### config.mk
export PLATFORM = sky130hd
export DESIGN_NAME = mp3_frame_sequencer
export DESIGN_NICKNAME = d
export VERILOG_FILES = /design/src/rtl/mp3_frame_sequencer_pkg.sv /design/src/rtl/mp3_frame_sequencer_fetcher.sv /design/src/rtl/mp3_frame_sequencer.sv
export SDC_FILE = /design/constraint.sdc
export NUM_CORES = 1
export LEC_CHECK = 0
export ABC_CLOCK_PERIOD_IN_PS = 4100
export BUFFER_PORTS_ARGS = -buffer_cell sky130_fd_sc_hd__buf_2
export CAP_MARGIN = 20
export CORE_MARGIN = 3
export CORE_UTILIZATION = 32
export DETAILED_ROUTE_END_ITERATION = 10
export PLACE_DENSITY = 0.49
export SLEW_MARGIN = 25
export SYNTH_ARGS = -nofsm -noshare
export SYNTH_HDL_FRONTEND = slang
export SYNTH_HIERARCHICAL = 1
export SYNTH_SLANG_ARGS = --single-unit
### constraint.sdc
create_clock -name clk -period 4.1 [get_ports clk]
set_input_delay 0.41 -clock clk [delete_from_list [all_inputs] [get_ports clk]]
set_output_delay 0.41 -clock clk [all_outputs]
set_load 0.05 [all_outputs]
### src/rtl/mp3_frame_sequencer_pkg.sv
// rtl/mp3_frame_sequencer_pkg.sv - parse/fetch state types, sync constants and Layer III frame-length table
package mp3_pkg;

   typedef enum logic [2:0] {P_HUNT, P_H1, P_H2, P_H3, P_EMIT, P_STREAM} parse_state_t;
   typedef enum logic [1:0] {F_IDLE, F_REQ, F_RX} fetch_state_t;

   localparam logic [7:0] SYNC_BYTE0 = 8'hFF;
   localparam logic [7:0] SYNC_MASK  = 8'hFE;
   localparam logic [7:0] SYNC_BYTE1 = 8'hFA;

   // floor(144000 * kbps / Hz); rows 44.1 kHz, 48 kHz, 32 kHz; column = bitrate index
   localparam logic [10:0] FRAME_LEN [3][15] = '{
      '{11'd0, 11'd104, 11'd130, 11'd156, 11'd182, 11'd208, 11'd261, 11'd313,
        11'd365, 11'd417, 11'd522, 11'd626, 11'd731, 11'd835, 11'd1044},
      '{11'd0, 11'd96, 11'd120, 11'd144, 11'd168, 11'd192, 11'd240, 11'd288,
        11'd336, 11'd384, 11'd480, 11'd576, 11'd672, 11'd768, 11'd960},
      '{11'd0, 11'd144, 11'd180, 11'd216, 11'd252, 11'd288, 11'd360, 11'd432,
        11'd504, 11'd576, 11'd720, 11'd864, 11'd1008, 11'd1152, 11'd1440}
   };

   function automatic logic hdr_valid(input logic [7:0] b);
      return (b[7:4] != 4'd0) && (b[7:4] != 4'd15) && (b[3:2] != 2'd3);
   endfunction

   function automatic logic [10:0] frame_len(input logic [7:0] b);
      return FRAME_LEN[b[3:2]][b[7:4]] + {10'd0, b[1]};
   endfunction

endpackage

### src/rtl/mp3_frame_sequencer_fetcher.sv
// rtl/mp3_frame_sequencer_fetcher.sv - sd_sector_fetcher: issues sector reads and counts the returned bytes
module sd_sector_fetcher
   import mp3_pkg::*;
#(
   parameter int SECTOR_BYTES = 512,
   parameter int ADDR_W       = 32
) (
   input  logic              clk,
   input  logic              rst,
   input  logic              start,
   input  logic [ADDR_W-1:0] base_addr,
   input  logic              sd_ready,
   input  logic              sd_byte_available,
   output logic              sd_rd,
   output logic [ADDR_W-1:0] sd_addr,
   output logic              byte_stb,
   output logic              sector_done
);

   localparam int CNT_W = $clog2(SECTOR_BYTES);

   fetch_state_t      state_q, state_d;
   logic [CNT_W-1:0]  cnt_q, cnt_d;
   logic [ADDR_W-1:0] addr_q, addr_d;
   logic              sd_rd_q, sd_rd_d;
   logic              last_byte;

   assign byte_stb    = sd_byte_available && (state_q == F_RX);
   assign last_byte   = (cnt_q == CNT_W'(SECTOR_BYTES - 1));
   assign sector_done = byte_stb && last_byte;
   assign sd_rd       = sd_rd_q;
   assign sd_addr     = addr_q;

   always_ff @(posedge clk or posedge rst) begin
      if (rst) begin
         state_q <= F_IDLE;
         cnt_q   <= '0;
         addr_q  <= '0;
         sd_rd_q <= 1'b0;
      end else begin
         state_q <= state_d;
         cnt_q   <= cnt_d;
         addr_q  <= addr_d;
         sd_rd_q <= sd_rd_d;
      end
   end

   always_comb begin
      state_d = state_q;
      case (state_q)
         F_IDLE:  if (start) state_d = F_REQ;
         F_REQ:   if (sd_ready) state_d = F_RX;
         F_RX:    if (sector_done) state_d = F_REQ;
         default: state_d = F_IDLE;
      endcase
   end

   // start is only honoured from IDLE; a busy engine ignores it
   always_comb begin
      cnt_d   = cnt_q;
      addr_d  = addr_q;
      sd_rd_d = 1'b0;
      if ((state_q == F_IDLE) && start) addr_d = base_addr;
      if ((state_q == F_REQ) && sd_ready) sd_rd_d = 1'b1;
      if (byte_stb) cnt_d = last_byte ? '0 : cnt_q + 1'b1;
      if (sector_done) addr_d = addr_q + ADDR_W'(SECTOR_BYTES);
   end

endmodule

### src/rtl/mp3_frame_sequencer.sv
// rtl/mp3_frame_sequencer.sv - sector reads, MPEG-1 Layer III sync hunt and per-frame byte forwarding
// Optional FRAME_COUNT_EN adds a 16-bit frame_count output.
module mp3_frame_sequencer
   import mp3_pkg::*;
#(
   parameter int SECTOR_BYTES = 512,
   parameter int ADDR_W       = 32
) (
   input  logic              clk,
   input  logic              rst,
   input  logic              start,
   input  logic [ADDR_W-1:0] base_addr,
   input  logic              sd_ready,
   output logic              sd_rd,
   output logic [ADDR_W-1:0] sd_addr,
   input  logic              sd_byte_available,
   input  logic [7:0]        sd_din,
   output logic [7:0]        d_out,
   output logic              d_ov,
   output logic              frame_start,
   output logic [10:0]       frame_size,
   output logic              locked
`ifdef FRAME_COUNT_EN
   ,
   output logic [15:0]       frame_count
`endif
);

   parse_state_t pstate_q, pstate_d;
   logic         byte_stb, sector_done;
   logic [7:0]   hdr1_q, hdr1_d, hdr2_q, hdr2_d, hdr3_q, hdr3_d, hdr_byte;
   logic [1:0]   emit_idx_q, emit_idx_d;
   logic [10:0]  byte_cnt_q, byte_cnt_d;
   logic [7:0]   d_out_q, d_out_d;
   logic         d_ov_q, d_ov_d, frame_start_q, frame_start_d, locked_q, locked_d;
   logic [10:0]  frame_size_q, frame_size_d;

   sd_sector_fetcher #(.SECTOR_BYTES(SECTOR_BYTES), .ADDR_W(ADDR_W)) u_fetch (
      .clk               (clk),
      .rst               (rst),
      .start             (start),
      .base_addr         (base_addr),
      .sd_ready          (sd_ready),
      .sd_byte_available (sd_byte_available),
      .sd_rd             (sd_rd),
      .sd_addr           (sd_addr),
      .byte_stb          (byte_stb),
      .sector_done       (sector_done)
   );

   assign d_out       = d_out_q;
   assign d_ov        = d_ov_q;
   assign frame_start = frame_start_q;
   assign frame_size  = frame_size_q;
   assign locked      = locked_q;

   always_ff @(posedge clk or posedge rst) begin
      if (rst) pstate_q <= P_HUNT;
      else     pstate_q <= pstate_d;
   end

   // frame boundaries are judged on the byte stream alone, so sector_done never disturbs parsing
   always_comb begin
      pstate_d = pstate_q;
      case (pstate_q)
         P_HUNT: if (byte_stb && (sd_din == SYNC_BYTE0)) pstate_d = P_H1;
         P_H1: if (byte_stb) begin
            if ((sd_din & SYNC_MASK) == SYNC_BYTE1) pstate_d = P_H2;
            else if (sd_din != SYNC_BYTE0)          pstate_d = P_HUNT;
         end
         P_H2:     if (byte_stb) pstate_d = hdr_valid(sd_din) ? P_H3 : P_HUNT;
         P_H3:     if (byte_stb) pstate_d = P_EMIT;
         P_EMIT:   if (emit_idx_q == 2'd3) pstate_d = P_STREAM;
         P_STREAM: if (byte_stb && (byte_cnt_q == frame_size_q))
                      pstate_d = (sd_din == SYNC_BYTE0) ? P_H1 : P_HUNT;
         default:  pstate_d = P_HUNT;
      endcase
   end

   always_comb begin
      case (emit_idx_q)
         2'd0:    hdr_byte = SYNC_BYTE0;
         2'd1:    hdr_byte = hdr1_q;
         2'd2:    hdr_byte = hdr2_q;
         default: hdr_byte = hdr3_q;
      endcase
   end

   always_comb begin
      hdr1_d        = hdr1_q;
      hdr2_d        = hdr2_q;
      hdr3_d        = hdr3_q;
      emit_idx_d    = emit_idx_q;
      byte_cnt_d    = byte_cnt_q;
      d_out_d       = d_out_q;
      d_ov_d        = 1'b0;
      frame_start_d = 1'b0;
      frame_size_d  = frame_size_q;
      locked_d      = locked_q;
      case (pstate_q)
         P_H1: if (byte_stb) begin
            if ((sd_din & SYNC_MASK) == SYNC_BYTE1) hdr1_d   = sd_din;
            else if (sd_din != SYNC_BYTE0)          locked_d = 1'b0;
         end
         P_H2: if (byte_stb) begin
            if (hdr_valid(sd_din)) hdr2_d   = sd_din;
            else                   locked_d = 1'b0;
         end
         P_H3: if (byte_stb) begin
            hdr3_d     = sd_din;
            emit_idx_d = 2'd0;
         end
         P_EMIT: begin
            d_out_d    = hdr_byte;
            d_ov_d     = 1'b1;
            locked_d   = 1'b1;
            emit_idx_d = emit_idx_q + 2'd1;
            byte_cnt_d = 11'd4;
            if (emit_idx_q == 2'd0) begin
               frame_start_d = 1'b1;
               frame_size_d  = frame_len(hdr2_q);
            end
         end
         P_STREAM: if (byte_stb) begin
            if (byte_cnt_q != frame_size_q) begin
               d_out_d    = sd_din;
               d_ov_d     = 1'b1;
               byte_cnt_d = byte_cnt_q + 11'd1;
            end else if (sd_din != SYNC_BYTE0) begin
               locked_d = 1'b0;
            end
         end
         default: ;
      endcase
   end

   always_ff @(posedge clk or posedge rst) begin
      if (rst) begin
         hdr1_q        <= '0;
         hdr2_q        <= '0;
         hdr3_q        <= '0;
         emit_idx_q    <= '0;
         byte_cnt_q    <= '0;
         d_out_q       <= '0;
         d_ov_q        <= 1'b0;
         frame_start_q <= 1'b0;
         frame_size_q  <= '0;
         locked_q      <= 1'b0;
      end else begin
         hdr1_q        <= hdr1_d;
         hdr2_q        <= hdr2_d;
         hdr3_q        <= hdr3_d;
         emit_idx_q    <= emit_idx_d;
         byte_cnt_q    <= byte_cnt_d;
         d_out_q       <= d_out_d;
         d_ov_q        <= d_ov_d;
         frame_start_q <= frame_start_d;
         frame_size_q  <= frame_size_d;
         locked_q      <= locked_d;
      end
   end

`ifdef FRAME_COUNT_EN
   logic [15:0] frame_count_q, frame_count_d;

   always_comb begin
      frame_count_d = frame_count_q;
      if (start)              frame_count_d = '0;
      else if (frame_start_d) frame_count_d = frame_count_q + 16'd1;
   end

   always_ff @(posedge clk or posedge rst) begin
      if (rst) frame_count_q <= '0;
      else     frame_count_q <= frame_count_d;
   end

   assign frame_count = frame_count_q;
`endif

endmodule

==> flow_summary_export.csv, run 1 <==
group,metric,value,unit
synthesis,yosys.area.top_type,"dfrtp_1",
routing,initialDrtViolationCount,259,
critical_path,rrSetupSlack,1230,ps
placement,hpwl,11500,microns
synthesis,synthMuxAreaShare,6.16,%
synthesis,synth_simple_gate_area_share,24.1,%
synthesis,synth_edf_count,0,
timing,finalCritPeriodShare,70.0,%
clock_tree,post_cts_resized,0,
critical_path,r2r_cells,7,
clock_tree,post-cts-setup-buffers,0,
placement,gp_congestion,0.878,
global_routing,grt_max_degree,45,
critical_path,reg2reg_from,"hdr2_q[5]",
placement,port_buffers,99,
critical_path,critPathKind,"reg -> reg",
layout,diodes,0,
routing,drc,0,
timing,worst_pin_slew,1020,ps
min_path,hold_path_class,"in -> async",
routing,drt_pass1_iterations,5,
routing,drt_wl_total,15700,microns
routing,dr_total_vias,5204,
global_routing,antenna_found_initial,1,
power_and_ir_drop,finalPower,4010,uW
timing,setup_tns,0,ps
synthesis,ys_ff_latch,106,
synthesis,synth_ff_type,"dfrtp_1",
critical_path,cp-start-kind,"flip-flop",
die,dieArea,20800,sq um
timing,finClkSkew,11.6,ps
clock_tree,clk_latency,360,ps
layout,syn_to_final_growth,16.2,%
flow_run,cap_violations,0,
power_and_ir_drop,ir_drop,0.252,mV
power_and_ir_drop,p_leak,0.00341,uW
routing,vias_per_cell,5.40,
clock_tree,clockBufferDepth,2,
synthesis,syn-mean-instance-area,9.37,sq um
synthesis,netlist-cell-type-count,73,
layout,nNetsFinal,790,
synthesis,syn_inst,652,
timing,slew_violations,0,
die,start_util,33.3,%
die,core-area,18300,sq um
clock_tree,cts_hold_buf,0,
timing,finalHoldViolCount,0,
clock_tree,clkTransAtPathRegs,70,ps
synthesis,yosysWarnings,6,
critical_path,required,4360,ps
die,rows,49,
critical_path,worstPathArrival,3120,ps
synthesis,synth_compound_area_share,15.2,%
timing,maxSlewHeadroom,32.1,%
clock_tree,root_buffer,"clkbuf_16",
timing,setup_viol_count_final,0,
timing,rsz0062_at_grt,"false",
synthesis,yosysTopAreaCellShare,43.4,%
routing,wl_per_cell,16.3,microns
synthesis,synth_xor_area_share,4.44,%
critical_path,critPathMaxFanout,33,
routing,ant_nets,0,
timing,fmax,349,MHz
clock_tree,numCtsBuffers,9,
critical_path,critPathCaptureType,"flip-flop",
global_routing,grt.overflow.total,0,
synthesis,async_flop_share,100,%
synthesis,synth_area,6110,sq um
synthesis,seq_area_frac_synth,43.4,%
die,io_pins,100,
layout,drive_gt1_share,22.4,%
synthesis,ys_top_cells_by_area,"dfrtp_1 (43%), nand2_1 (6.6%), mux2_2 (3.9%), ha_1 (2.9%), nand3_1 (2.9%)",
global_routing,grt_pass1_wl,25500,microns
clock_tree,cts_sinks,106,
timing,fin_crit,2870,ps
clock_tree,cts_tree,"built",
clock_tree,h-tree-depth,3,
synthesis,synth_adder_area_share,2.87,%
run_status,status,"finished clean",
power_and_ir_drop,p_per_area,565,nW/um^2
die,fp.dieW,144,microns
critical_path,reg2reg_to,"frame_size[8]",
global_routing,grt_pass1_vias,4959,
global_routing,grtUsageTotal,15.3,%
synthesis,synth_top_family_by_area,"simple AND/OR/NAND/NOR gates",
die,fp.dieH,144,microns
synthesis,synth_nets,711,
==> Yosys cell counts, drive strengths merged, types with 3 or more instances <==
cell type,instances
nor3b,5
nor4b,5
o211ai,17
mux2,21
nand3b,5
a31oi,3
clkbuf,22
or4,5
xor2,15
dfrtp,106
buf,13
nand3,36
nor4,5
and4,4
and3,5
nand2,107
inv,18
nand4,21
and2,5
ha,14
a21oi,22
o21ai,30
o31ai,4
mux2i,14
nand2b,6
a22o,4
nor2b,4
a221o,9
a22oi,5
xnor2,16
nor3,12
nor2,40
a21o,6
a211oi,3
o311ai,8
or3,3
or2,6
==> report_power, final <==
part           switching, uW  internal (uW)  total (uW)
logic                   1050            404        1460
registers                291           1260        1550
clock network            407            597        1000
total                   1750           2260        4010
==> critical path, stage by stage (launching register included) <==
cell,delay [ps]
dfrtp_1,1020
mux2i_1,230
o211a_1,270
o32ai_2,330
nor4b_4,330
nand3_1,140
o31a_1,260
o31ai_1,180
==> worst max-delay path by stage <==
stage	startpoint	to	slack (ps)	depth (start not counted)
3_3_place_gp	hdr2_q[5]	frame_size[8]	1360	7
4_1_cts	hdr2_q[5]	frame_size[8]	1240	7
2_1_floorplan	hdr2_q[3]	frame_size[8]	1730	9
6_report	hdr2_q[5]	frame_size[8]	1230	7
3_5_place_dp	hdr2_q[5]	frame_size[8]	1280	7
5_1_grt	hdr2_q[5]	frame_size[8]	970	7
==> metrics by stage <==
stage	util (%)	hold WS [ps]	setup WS, ps	std cells	instance area, sq um
after floorplan	-	440	1730	652	6110
after global routing	38.7	241	975	964	7100
final	38.7	210	1230	964	7100
after global placement	36.9	451	1360	949	6760
after CTS	38.7	224	1240	964	7100
after detailed placement	36.9	456	1280	949	6760
==> cell type report <==
cell class / instances / area [sq um]
clock buffer: 9 / 225
clock inverter: 6 / 115
fill: 1836 / 11200
inverter: 18 / 67.6
multi-input combinational: 493 / 3230
sequential: 106 / 2650
tap: 229 / 287
timing repair buffer: 103 / 526
==> layer usage <==
layer  track usage (%)  part of all wire [%]
met1              20.8                    46
met2              24.0                    48
met3              2.84                   4.1
met4              6.33                   1.8
met5                 0                 0.083
==> flip-flops by register name, summed over array words and instances, names as in the netlist, 2 cells and up <==
signal	cells
frame_size	11
d_out	8
hdr3_q	8
hdr2_q	8
u_fetch/sd_addr	32
hdr1_q	8
byte_cnt_q	11
pstate_q	3
u_fetch/state_q	2
u_fetch/cnt_q	9
emit_idx_q	2
==> kinds of logic after synthesis <==
group / count (synthesis)
AOI/OAI and AO/OA: 132
and+or+nand+nor: 281
buffers and inverters: 53
adders and majority gates: 14
muxes: 35
xor gates and xnor gates: 31
DFF: 106
==> cells in the final DEF, fill, tap and decap left out, types with 17 or more instances in the layout <==
cell type | netlist | final
dfrtp_1 | 106 | 106
nand3_1 | 35 | 35
o21ai_0 | 23 | 23
a21oi_1 | 22 | 21
nand4_1 | 20 | 20
o211ai_1 | 17 | 17
nor2_1 | 40 | 40
mux2_2 | 21 | 21
nand2_1 | 107 | 107
buf_2 | 8 | 99
(Power assumes the default switching activity.)
==> run 2, diff against run 1 <==
Settings changed: ABC_CLOCK_PERIOD_IN_PS 4100 to 3000.
Clock period 4.1 ns to 3 ns, I/O delays scaled along.
==> run 2 against run 1 <==
Sequential share of layout area shrank 0.14 points. Total power rose by 31%. Cell count grew 1.3%. Largest cell class unchanged. Die area unchanged. Critical endpoint unchanged. Largest power group unchanged.
==> flow_summary_export.csv, run 2 (same netlist as run 1, synthesis figures left out) <==
group,metric,value,unit
routing,drt_pass1_iterations,4,
clock_tree,root_buffer,"clkbuf_16",
layout,largest_register_ffs,32,
critical_path,cp-start-kind,"flip-flop",
die,dieArea,20800,sq um
routing,wl_per_cell,16.7,microns
timing,fin_crit,2730,ps
global_routing,grt_pass1_vias,5103,
critical_path,critPathCaptureType,"flip-flop",
run_status,status,"finished clean",
timing,setup_viol_count_final,0,
layout,nNetsFinal,802,
layout,fillers,1859,
clock_tree,cts_hold_buf,0,
power_and_ir_drop,p_per_area,739,nW/um^2
critical_path,critPathMaxFanout,9,
critical_path,r2r_cells,9,
placement,dp_slack,306,ps
global_routing,grt_pass1_wl,26000,microns
timing,rsz0062_at_grt,"false",
layout,final_cell_mix,"nand2_1 (107), dfrtp_1 (106), buf_2 (99)",
placement,port_buffers,99,
routing,vias_per_cell,5.38,
die,core-area,18300,sq um
routing,drc,0,
layout,final_common_cell,"nand2_1",
clock_tree,clkTransAtPathRegs,80,ps
critical_path,reg2reg_from,"hdr2_q[3]",
timing,worst_pin_slew,976,ps
timing,maxSlewHeadroom,34.8,%
global_routing,grt.overflow.total,0,
placement,hpwl,12100,microns
critical_path,required,3260,ps
timing,fmax,367,MHz
clock_tree,numCtsBuffers,9,
global_routing,grt_max_degree,39,
routing,dr_total_vias,5256,
routing,ant_nets,0,
placement,gp_congestion,0.873,
die,fp.dieH,144,microns
critical_path,critPathLaunch,"hdr2_q[3]",
clock_tree,clk_latency,360,ps
routing,initialDrtViolationCount,331,
layout,syn_to_final_growth,16.7,%
layout,diodes,0,
routing,drt_wl_total,16300,microns
clock_tree,cts_tree,"built",
global_routing,antenna_found_initial,1,
timing,setup_slack,275,ps
die,start_util,33.3,%
clock_tree,post-cts-setup-buffers,0,
power_and_ir_drop,p_leak,0.00344,uW
global_routing,grtUsageTotal,15.6,%
clock_tree,cts_sinks,106,
timing,whs,4.16,ps
layout,drive_gt1_share,23.8,%
timing,finClkSkew,16.7,ps
timing,slew_violations,0,
min_path,hold_path_class,"in -> async",
die,io_pins,100,
clock_tree,post_cts_resized,0,
die,fp.dieW,144,microns
power_and_ir_drop,ir_drop,0.325,mV
timing,finalCritPeriodShare,90.8,%
clock_tree,h-tree-depth,3,
die,rows,49,
critical_path,critPathKind,"reg -> reg",
flow_run,cap_violations,0,
clock_tree,clockBufferDepth,2,
timing,setup_tns,0,ps
timing,finalHoldViolCount,0,
critical_path,worstPathArrival,2980,ps
==> run 2: changes by cell type in the layout (fill, tap and decap cells not counted) <==
cell / before / now
buf_4: 4 / 16
bufinv_16: 3 / 0
clkinvlp_4: 1 / 3
clkbuf_1: 0 / 1
clkinv_1: 1 / 0
inv_2: 3 / 4
inv_6: 1 / 2
==> run 2: metal layers <==
layer / up-vias / part of all wire [%] / GRT usage, %
li1: 2540 / - / -
met1: 2569 / 45 / 21.1
met2: 123 / 48 / 25.1
met3: 22 / 4.7 / 2.68
met4: 2 / 1.7 / 5.84
met5: - / 0.080 / 0
==> run 2: power by group <==
part,internal (uW),switching [uW]
Clock,572,564
Sequential,1720,389
Combinational,564,1460
==> run 2: path summary, 6_finish.rpt <==
check	end	slack [ps]
max	frame_size[8]	270
min	u_fetch/sd_addr[16]	4
max reg2reg	frame_size[8]	270
min reg2reg	hdr1_q[5]	480
max in group asynchronous	d_out[2]	2160
min in group clk	u_fetch/state_q[0]	120
==> run 2: final cells by class <==
cell class | instances | area, sq um | share of cell area, %
Clock buffer | 10 | 229 | 3.21
Clock inverter | 6 | 48.8 | 0.684
Inverter | 18 | 67.6 | 0.948
Multi-Input combinational cell | 493 | 3230 | 45.3
Sequential cell | 106 | 2650 | 37.2
Tap cell | 229 | 287 | 4.02
Timing Repair Buffer | 115 | 616 | 8.63
==> run 2: per-stage QoR <==
stage	instances	total power (uW)	instance area, sq um	utilization (%)
global route	977	5600	7130	38.9
finish	977	5270	7130	38.9
CTS	977	5330	7130	38.9
global placement	961	4130	6850	37.4
floorplan	652	3600	6110	-
detailed placement	961	4170	6850	37.4
==> run 2: critical path, cell delays in order, from the launching register on <==
cell     delay (ps)
dfrtp_1         500
inv_1           100
ha_1            380
mux2i_1         130
o211a_1         260
o32ai_2         350
nor4b_4         330
nand3_1         140
o31a_1          260
o31ai_1         180
